$ cat config.mk
export PLATFORM = sky130hd
export DESIGN_NAME = cell_tile_render
export DESIGN_NICKNAME = d
export VERILOG_FILES = /design/src/rtl/cell_tile_render.sv
export SDC_FILE = /design/constraint.sdc
export NUM_CORES = 1
export LEC_CHECK = 0
export ABC_AREA = 1
export CORE_MARGIN = 2
export CORE_UTILIZATION = 35
export CTS_BUF_LIST = sky130_fd_sc_hd__clkbuf_16
export DETAILED_ROUTE_END_ITERATION = 8
export PLACE_DENSITY = 0.63
export RECOVER_POWER = 25
export SLEW_MARGIN = 20
export SYNTH_ARGS = -nofsm -noshare
export SYNTH_HDL_FRONTEND = slang
export SYNTH_SLANG_ARGS = --single-unit
$ cat constraint.sdc
create_clock -name clk -period 4.2 [get_ports clk]
set_input_delay 1.05 -clock clk [delete_from_list [all_inputs] [get_ports clk]]
set_output_delay 1.05 -clock clk [all_outputs]
set_load 0.005 [all_outputs]
$ cat src/rtl/cell_tile_render.sv
// Expands a 4-bit cell code {rotation, type} into a TILE x TILE monochrome bitmap, one row per beat.
// Optional macro CELL_TILE_RENDER_SKIP_EMPTY_EN: drop empty (type 0) codes in IDLE instead of emitting blank rows.
module cell_tile_render #(
    parameter int TILE = 8
) (
    input  logic                    clk,
    input  logic                    rst,
    input  logic [3:0]              in,
    input  logic                    in_valid,
    output logic                    in_ready,
    output logic [TILE-1:0]         out,
    output logic [$clog2(TILE)-1:0] out_row_idx,
    output logic                    out_last,
    output logic                    out_valid,
    input  logic                    out_ready
);

    localparam int W = $clog2(TILE);
    typedef logic [W-1:0] idx_t;

    localparam idx_t MAX_IDX = idx_t'(TILE - 1);
    localparam idx_t HALF    = idx_t'(TILE / 2);
    localparam idx_t QTR     = idx_t'(TILE / 4);
    localparam idx_t QTR3    = idx_t'(3 * TILE / 4);

    typedef enum logic {
        IDLE = 1'b0,
        SEND = 1'b1
    } state_t;

    state_t     state, state_d;
    logic [3:0] code;
    idx_t       row;
    logic       accept, drop, advance;

    // Rotate (x,y) into base coordinates (u,v), then evaluate the base shape.
    function automatic logic [TILE-1:0] render_row(input logic [3:0] c, input idx_t y);
        logic [TILE-1:0] bits;
        idx_t            x, u, v;
        bits = '0;
        for (int i = 0; i < TILE; i++) begin
            x = idx_t'(i);
            case (c[3:2])
                2'd0:    begin u = x;           v = y;           end
                2'd1:    begin u = MAX_IDX - y; v = x;           end
                2'd2:    begin u = MAX_IDX - x; v = MAX_IDX - y; end
                default: begin u = y;           v = MAX_IDX - x; end
            endcase
            case (c[1:0])
                2'd0:    bits[i] = 1'b0;
                2'd1:    bits[i] = (v >= QTR) && (v < QTR3) && (u >= QTR);
                2'd2:    bits[i] = (u >= v);
                default: bits[i] = (u < HALF) || (v >= HALF);
            endcase
        end
        return bits;
    endfunction

    assign in_ready  = (state == IDLE) && !rst;
    assign out_valid = (state == SEND);
    assign out_row_idx = row;

    // NOTE: every signal written in this always_comb gets a default first, so no latch is inferred.
    always_comb begin
        state_d = state;
        accept  = (state == IDLE) && in_valid && in_ready;
        advance = (state == SEND) && out_ready;
`ifdef CELL_TILE_RENDER_SKIP_EMPTY_EN
        drop    = accept && (in[1:0] == 2'd0);
`else
        drop    = 1'b0;
`endif
        case (state)
            IDLE:    if (accept && !drop) state_d = SEND;
            SEND:    if (advance && out_last) state_d = IDLE;
            default: state_d = IDLE;
        endcase
    end

    // NOTE: sequential state uses non-blocking assignments so all registers update together at the edge.
    always_ff @(posedge clk or posedge rst) begin
        if (rst) state <= IDLE;
        else     state <= state_d;
    end

    always_ff @(posedge clk or posedge rst) begin
        if (rst) begin
            code     <= '0;
            row      <= '0;
            out      <= '0;
            out_last <= 1'b0;
        end else if (accept && !drop) begin
            code     <= in;
            row      <= '0;
            out      <= render_row(in, '0);
            out_last <= 1'b0;
        end else if (advance) begin
            if (out_last) begin
                row      <= '0;
                out      <= '0;
                out_last <= 1'b0;
            end else begin
                row      <= row + 1'b1;
                out      <= render_row(code, row + 1'b1);
                out_last <= (row + 1'b1 == MAX_IDX);
            end
        end
    end

endmodule

==> summary.txt, run 1 <==
status: complete, no violations
Core Footprint: 0.00479 mm²
syn nets: 286
CP max FO: 2
Area growth syn-to-layout: 19.4%
Final ANT Viol Nets: 0
relative slew slack: 56.7%
routability congestion estimate: 0.841
Skew-Pair Late Insertion Delay: 0.25 ns
synth unique cells: 31
Reg2Reg Setup Slack: 1.70 ns
gr usage total: 15.8%
gr ovfl total: 0
clock tree buffer depth: 2
crit path kind: input pin to output pin
hold depth: 2
syn avg cell area: 6.72 µm²
Final nets: 307
routed via count: 1700
data required time at the worst endpoint: 3.15 ns
terminus of the critical flop-to-flop path: out[2]$_DFFE_PP0P_
io pins: 22
first-pass GRT wire length: 6.96 mm
final hold vios: 0
proportion of layout cells with a drive suffix above 1: 11.0%
Max Transition Viols Final: 0
mapped cell area: 0.00175 mm²
DRT iter0 DRCs: 107
root buffer cell: clkbuf_16
PortBufs: 21
Initial Util: 36.7%
detailed placement HPWL: 3.40 mm
Final Skew: 0.00627 ns
crit end category: output pin
Max Clk Rate: 303 MHz
post-synthesis register bit count: 17
Ys Warns: 0
vias in the first global route: 1578
clk sink count: 17
hold path start: out[6]$_DFFE_PP0P_
Tightest Pin Transition: 0.648 ns
Reg clk slew, reported paths: 0.05 ns
hold-fix buffers at CTS: 0
total CTS buffers: 3
Critical Path AT: 2.25 ns
site row count: 25
initial antenna violation count: 0
Startpoint Class: input pin
post-cts sizing count: 0
via/cell ratio: 4.89
DRT Pass-1 Iters: 4
R2R cell count: 15
Setup violations, final: 0
Die Span Y: 74.8 µm
shortest period the worst path allows: 3.30 ns
fill count: 500
fin crit share: 78.5%
die area: 0.00559 mm²
largest net degree at the start of global routing: 18
TritonCTS clock tree: yes
max-cap check violation count: 0
Post-Syn Instances: 261
Post-CTS Setup Bufs: 0
Hold Path End: out[6]$_DFFE_PP0P_
Hold Path Class: register to register
setup TNS: 0 ns
drt total wl: 4.10 mm
wire per inst: 11.8 µm
RSZ-0062 raised after global routing: no
DRC: 0
n_diodes: 0
Seq/Total Area, Yosys: 24.3%
Max H-tree Level: 1
Reg-to-Reg Start: out_row_idx[0]$_DFFE_PP0P_
Chip Width: 74.8 µm
how the worst max path moves through the flow:
stage	from	endpoint	cells after the start
6_report	rst	in_ready	3
5_1_grt	rst	in_ready	3
4_1_cts	rst	in_ready	3
3_5_place_dp	rst	in_ready	3
3_3_place_gp	rst	in_ready	3
2_1_floorplan	rst	in_ready	1
synth_stat cells:
master,count,area [µm²]
nor2_8,1,20.0
a31oi_4,1,21.3
nand2_4,3,33.8
nor2_1,17,63.8
buf_6,2,22.5
o22ai_1,1,6.26
o21ai_0,15,75.1
a22o_1,2,17.5
a21oi_1,13,65.1
nand4_1,2,12.5
inv_4,1,6.26
inv_1,33,124
nand2_2,4,25.0
nand3b_1,4,30.0
dfrtp_1,17,425
nor2_4,2,22.5
a21o_1,1,7.51
inv_2,5,18.8
o21bai_1,1,7.51
a22oi_1,2,15.0
a21oi_2,1,8.76
nor2_2,3,18.8
clkbuf_1,3,11.3
inv_8,1,11.3
ha_1,17,213
a31oi_1,1,6.26
clkinv_1,1,3.75
nand3_1,18,90.1
a32o_1,1,10.0
nand2_1,83,312
nand3_2,5,50.1
cell type report:
class / count / area [µm²] / share of cell area, %
multi-input combinational: 198 / 1130 / 54.0
sequential: 17 / 425 / 20.3
timing repair buffer: 21 / 210 / 10.0
inverter: 41 / 164 / 7.83
tap: 67 / 83.8 / 4.00
clock buffer: 3 / 75.1 / 3.58
clock inverter: 1 / 5.00 / 0.239
per-layer routing:
| metal | vias up | wire length (µm) | global-route usage [%] |
|---|---|---|---|
| li1 | 876 | - | - |
| met1 | 774 | 1990 | 21.4 |
| met2 | 43 | 1920 | 27.6 |
| met3 | 7 | 118 | 0.669 |
| met4 | 0 | 73 | 4.17 |
| met5 | - | 0 | 0 |
worst max-delay path: stages:
cell and delay (ns):
dlygate4sd3_1 0.55, nor2_1 0.13, clkdlybuf4s50_1 0.52
cell families after synthesis:
kind of cell             Yosys count  share of synthesized area [%]
adder cells (fa/ha/maj)           17                           12.1
flip-flops                        17                           24.3
buffers and inverters             46                           11.3
AND/OR/NAND/NOR                  142                           38.7
AO/OA/AOI/OAI                     39                           13.7
per-stage QoR:
step,setup slack (ns),utilization [%],hold WS (ns),instance area (µm²),std cells
2_1_floorplan,1.98,-,0.482,1750,261
3_3_place_gp,1.05,42.1,0.480,2010,344
3_5_place_dp,1.03,42.1,0.495,2010,344
4_1_cts,1.03,43.8,0.506,2090,348
5_1_grt,0.837,43.8,0.537,2090,348
6_report,0.903,43.8,0.496,2090,348
flip-flops by register name (all words and copies together) (netlist names):
name         count
out_last         1
out_valid        1
out_row_idx      3
out              8
code             4
cells in the final DEF, fill, tap and decap left out, types with 2 or more instances in the layout:
| cell | n |
|---|---|
| a22oi_1 | 2 |
| nor2_1 | 17 |
| nor2_2 | 3 |
| a22o_1 | 2 |
| nand2_1 | 83 |
| o21ai_0 | 15 |
| nand2_4 | 3 |
| inv_1 | 33 |
| clkdlybuf4s50_1 | 20 |
| clkbuf_16 | 3 |
| nand4_1 | 2 |
| nand3b_1 | 4 |
| nand3_2 | 5 |
| nor2_4 | 2 |
| nand2_2 | 4 |
| inv_2 | 5 |
| ha_1 | 17 |
| nand3_1 | 18 |
| a21oi_1 | 13 |
| dfrtp_1 | 17 |
Power of run 1 is not shown: default switching activity piles up to over one toggle a cycle in this logic, so the estimate is an artifact.
==> inputs of run 2 (changes only) <==
==> constraint.sdc (replaced) <==
create_clock -name clk -period 3.3 [get_ports clk]
set_input_delay 0.825 -clock clk [delete_from_list [all_inputs] [get_ports clk]]
set_output_delay 0.825 -clock clk [all_outputs]
set_load 0.005 [all_outputs]
==> summary.txt, run 2 (synthesized netlist as in run 1, its figures left out) <==
status: complete, no violations
hold depth: 2
met2 wire len: 1.91 mm
DRT iter0 DRCs: 74
Final nets: 307
routed via count: 1649
shortest period the worst path allows: 2.87 ns
clock tree buffer depth: 2
site row count: 25
CP max stage cell: dlygate4sd3_1
most common cell after layout, fill and taps aside: nand2_1
Post-CTS Setup Bufs: 0
TritonCTS clock tree: yes
crit end category: output pin
Die Span Y: 74.8 µm
max-cap check violation count: 0
Startpoint Class: input pin
wl on met1: 1.92 mm
Critical Path AT: 2.04 ns
relative slew slack: 56.8%
first-pass GRT wire length: 6.89 mm
FF/Latch Area: 425 µm²
Max Clk Rate: 349 MHz
via/cell ratio: 4.74
Skew-Pair Late Insertion Delay: 0.25 ns
n_diodes: 0
RSZ-0062 raised after global routing: no
DRT Pass-1 Iters: 4
Tightest Pin Transition: 0.647 ns
Setup violations, final: 0
Largest register FFs: 8
crit path kind: input pin to output pin
worst-path cell chain: dlygate4sd3_1 -> nor2_1 -> clkdlybuf4s50_1
drt total wl: 3.96 mm
vias in the first global route: 1570
fin crit share: 86.8%
hold path start: out[6]$_DFFE_PP0P_
Hold Path End: out[6]$_DFFE_PP0P_
gr usage total: 15.7%
Final Skew: 0.00213 ns
Chip Width: 74.8 µm
die area: 0.00559 mm²
initial antenna violation count: 0
Top reg by flops: out
Area growth syn-to-layout: 19.4%
Reg2Reg Setup Slack: 0.80 ns
final hold vios: 0
data required time at the worst endpoint: 2.47 ns
total CTS buffers: 3
Max Transition Viols Final: 0
fill count: 494
detailed placement HPWL: 3.34 mm
hold-fix buffers at CTS: 0
post-cts sizing count: 0
proportion of layout cells with a drive suffix above 1: 11.0%
routed wire length on met3: 110 µm
largest net degree at the start of global routing: 18
Initial Util: 36.7%
PortBufs: 21
Multi-input gate area: 0.00113 mm²
DRC: 0
routability congestion estimate: 0.857
hold slack: 0.496 ns
Slowest Stage Delay on Critical Path: 0.55 ns
Hold Path Class: register to register
gr ovfl total: 0
most frequent cells in the layout: nand2_1, inv_1, clkdlybuf4s50_1
Max H-tree Level: 1
top sig layer: met4
clk sink count: 17
io pins: 22
CP max FO: 2
Layout Utilization: 43.8%
Final ANT Viol Nets: 0
setup TNS: 0 ns
wire per inst: 11.4 µm
root buffer cell: clkbuf_16
R2R cell count: 15
Core Footprint: 0.00479 mm²
terminus of the critical flop-to-flop path: out[2]$_DFFE_PP0P_
Reg-to-Reg Start: out_row_idx[0]$_DFFE_PP0P_
Reg clk slew, reported paths: 0.05 ns
[run 2: cell counts in the layout (fill, tap and decap cells not counted)]
No cell type changed its count.
[run 2: worst max-delay path by stage]
stage          cells after the start                       start                 end
3_3_place_gp                       3                         rst            in_ready
6_report                           3                         rst            in_ready
3_5_place_dp                      10                       in[2]  out[3]$_DFFE_PP0P_
5_1_grt                            3                         rst            in_ready
2_1_floorplan                     15  out_row_idx[0]$_DFFE_PP0P_  out[2]$_DFFE_PP0P_
4_1_cts                            3                         rst            in_ready
[run 2: final cells by class]
| class | count | share of cell area, % |
|---|---|---|
| multi-input cells | 198 | 54.0 |
| flip-flops and latches | 17 | 20.3 |
| repair buffers | 21 | 10.0 |
| inverters | 41 | 7.83 |
| well taps | 67 | 4.00 |
| clock buffers | 3 | 3.58 |
| clock inverters | 1 | 0.239 |
[run 2: layer usage]
layer  GRT usage (%)  vias to the layer above
met1            21.0                      742
met2            27.4                       27
met3            1.87                        4
met4            2.78                        0
li1                -                      876
met5               0                        -
[run 2: stage by stage]
step	setup slack [ns]	instance area, µm²	instances
floorplan	1.16	1750	261
global placement	0.600	2010	344
detailed placement	0.563	2010	344
CTS	0.569	2090	348
global route	0.387	2090	348
finish	0.435	2090	348
[run 2: worst max-delay path: cells and delay by family]
kind,cells,cell delay (ns)
buf+inv,2,1.07
simple gates,1,0.14
Power of run 2 is left out for the same reason.
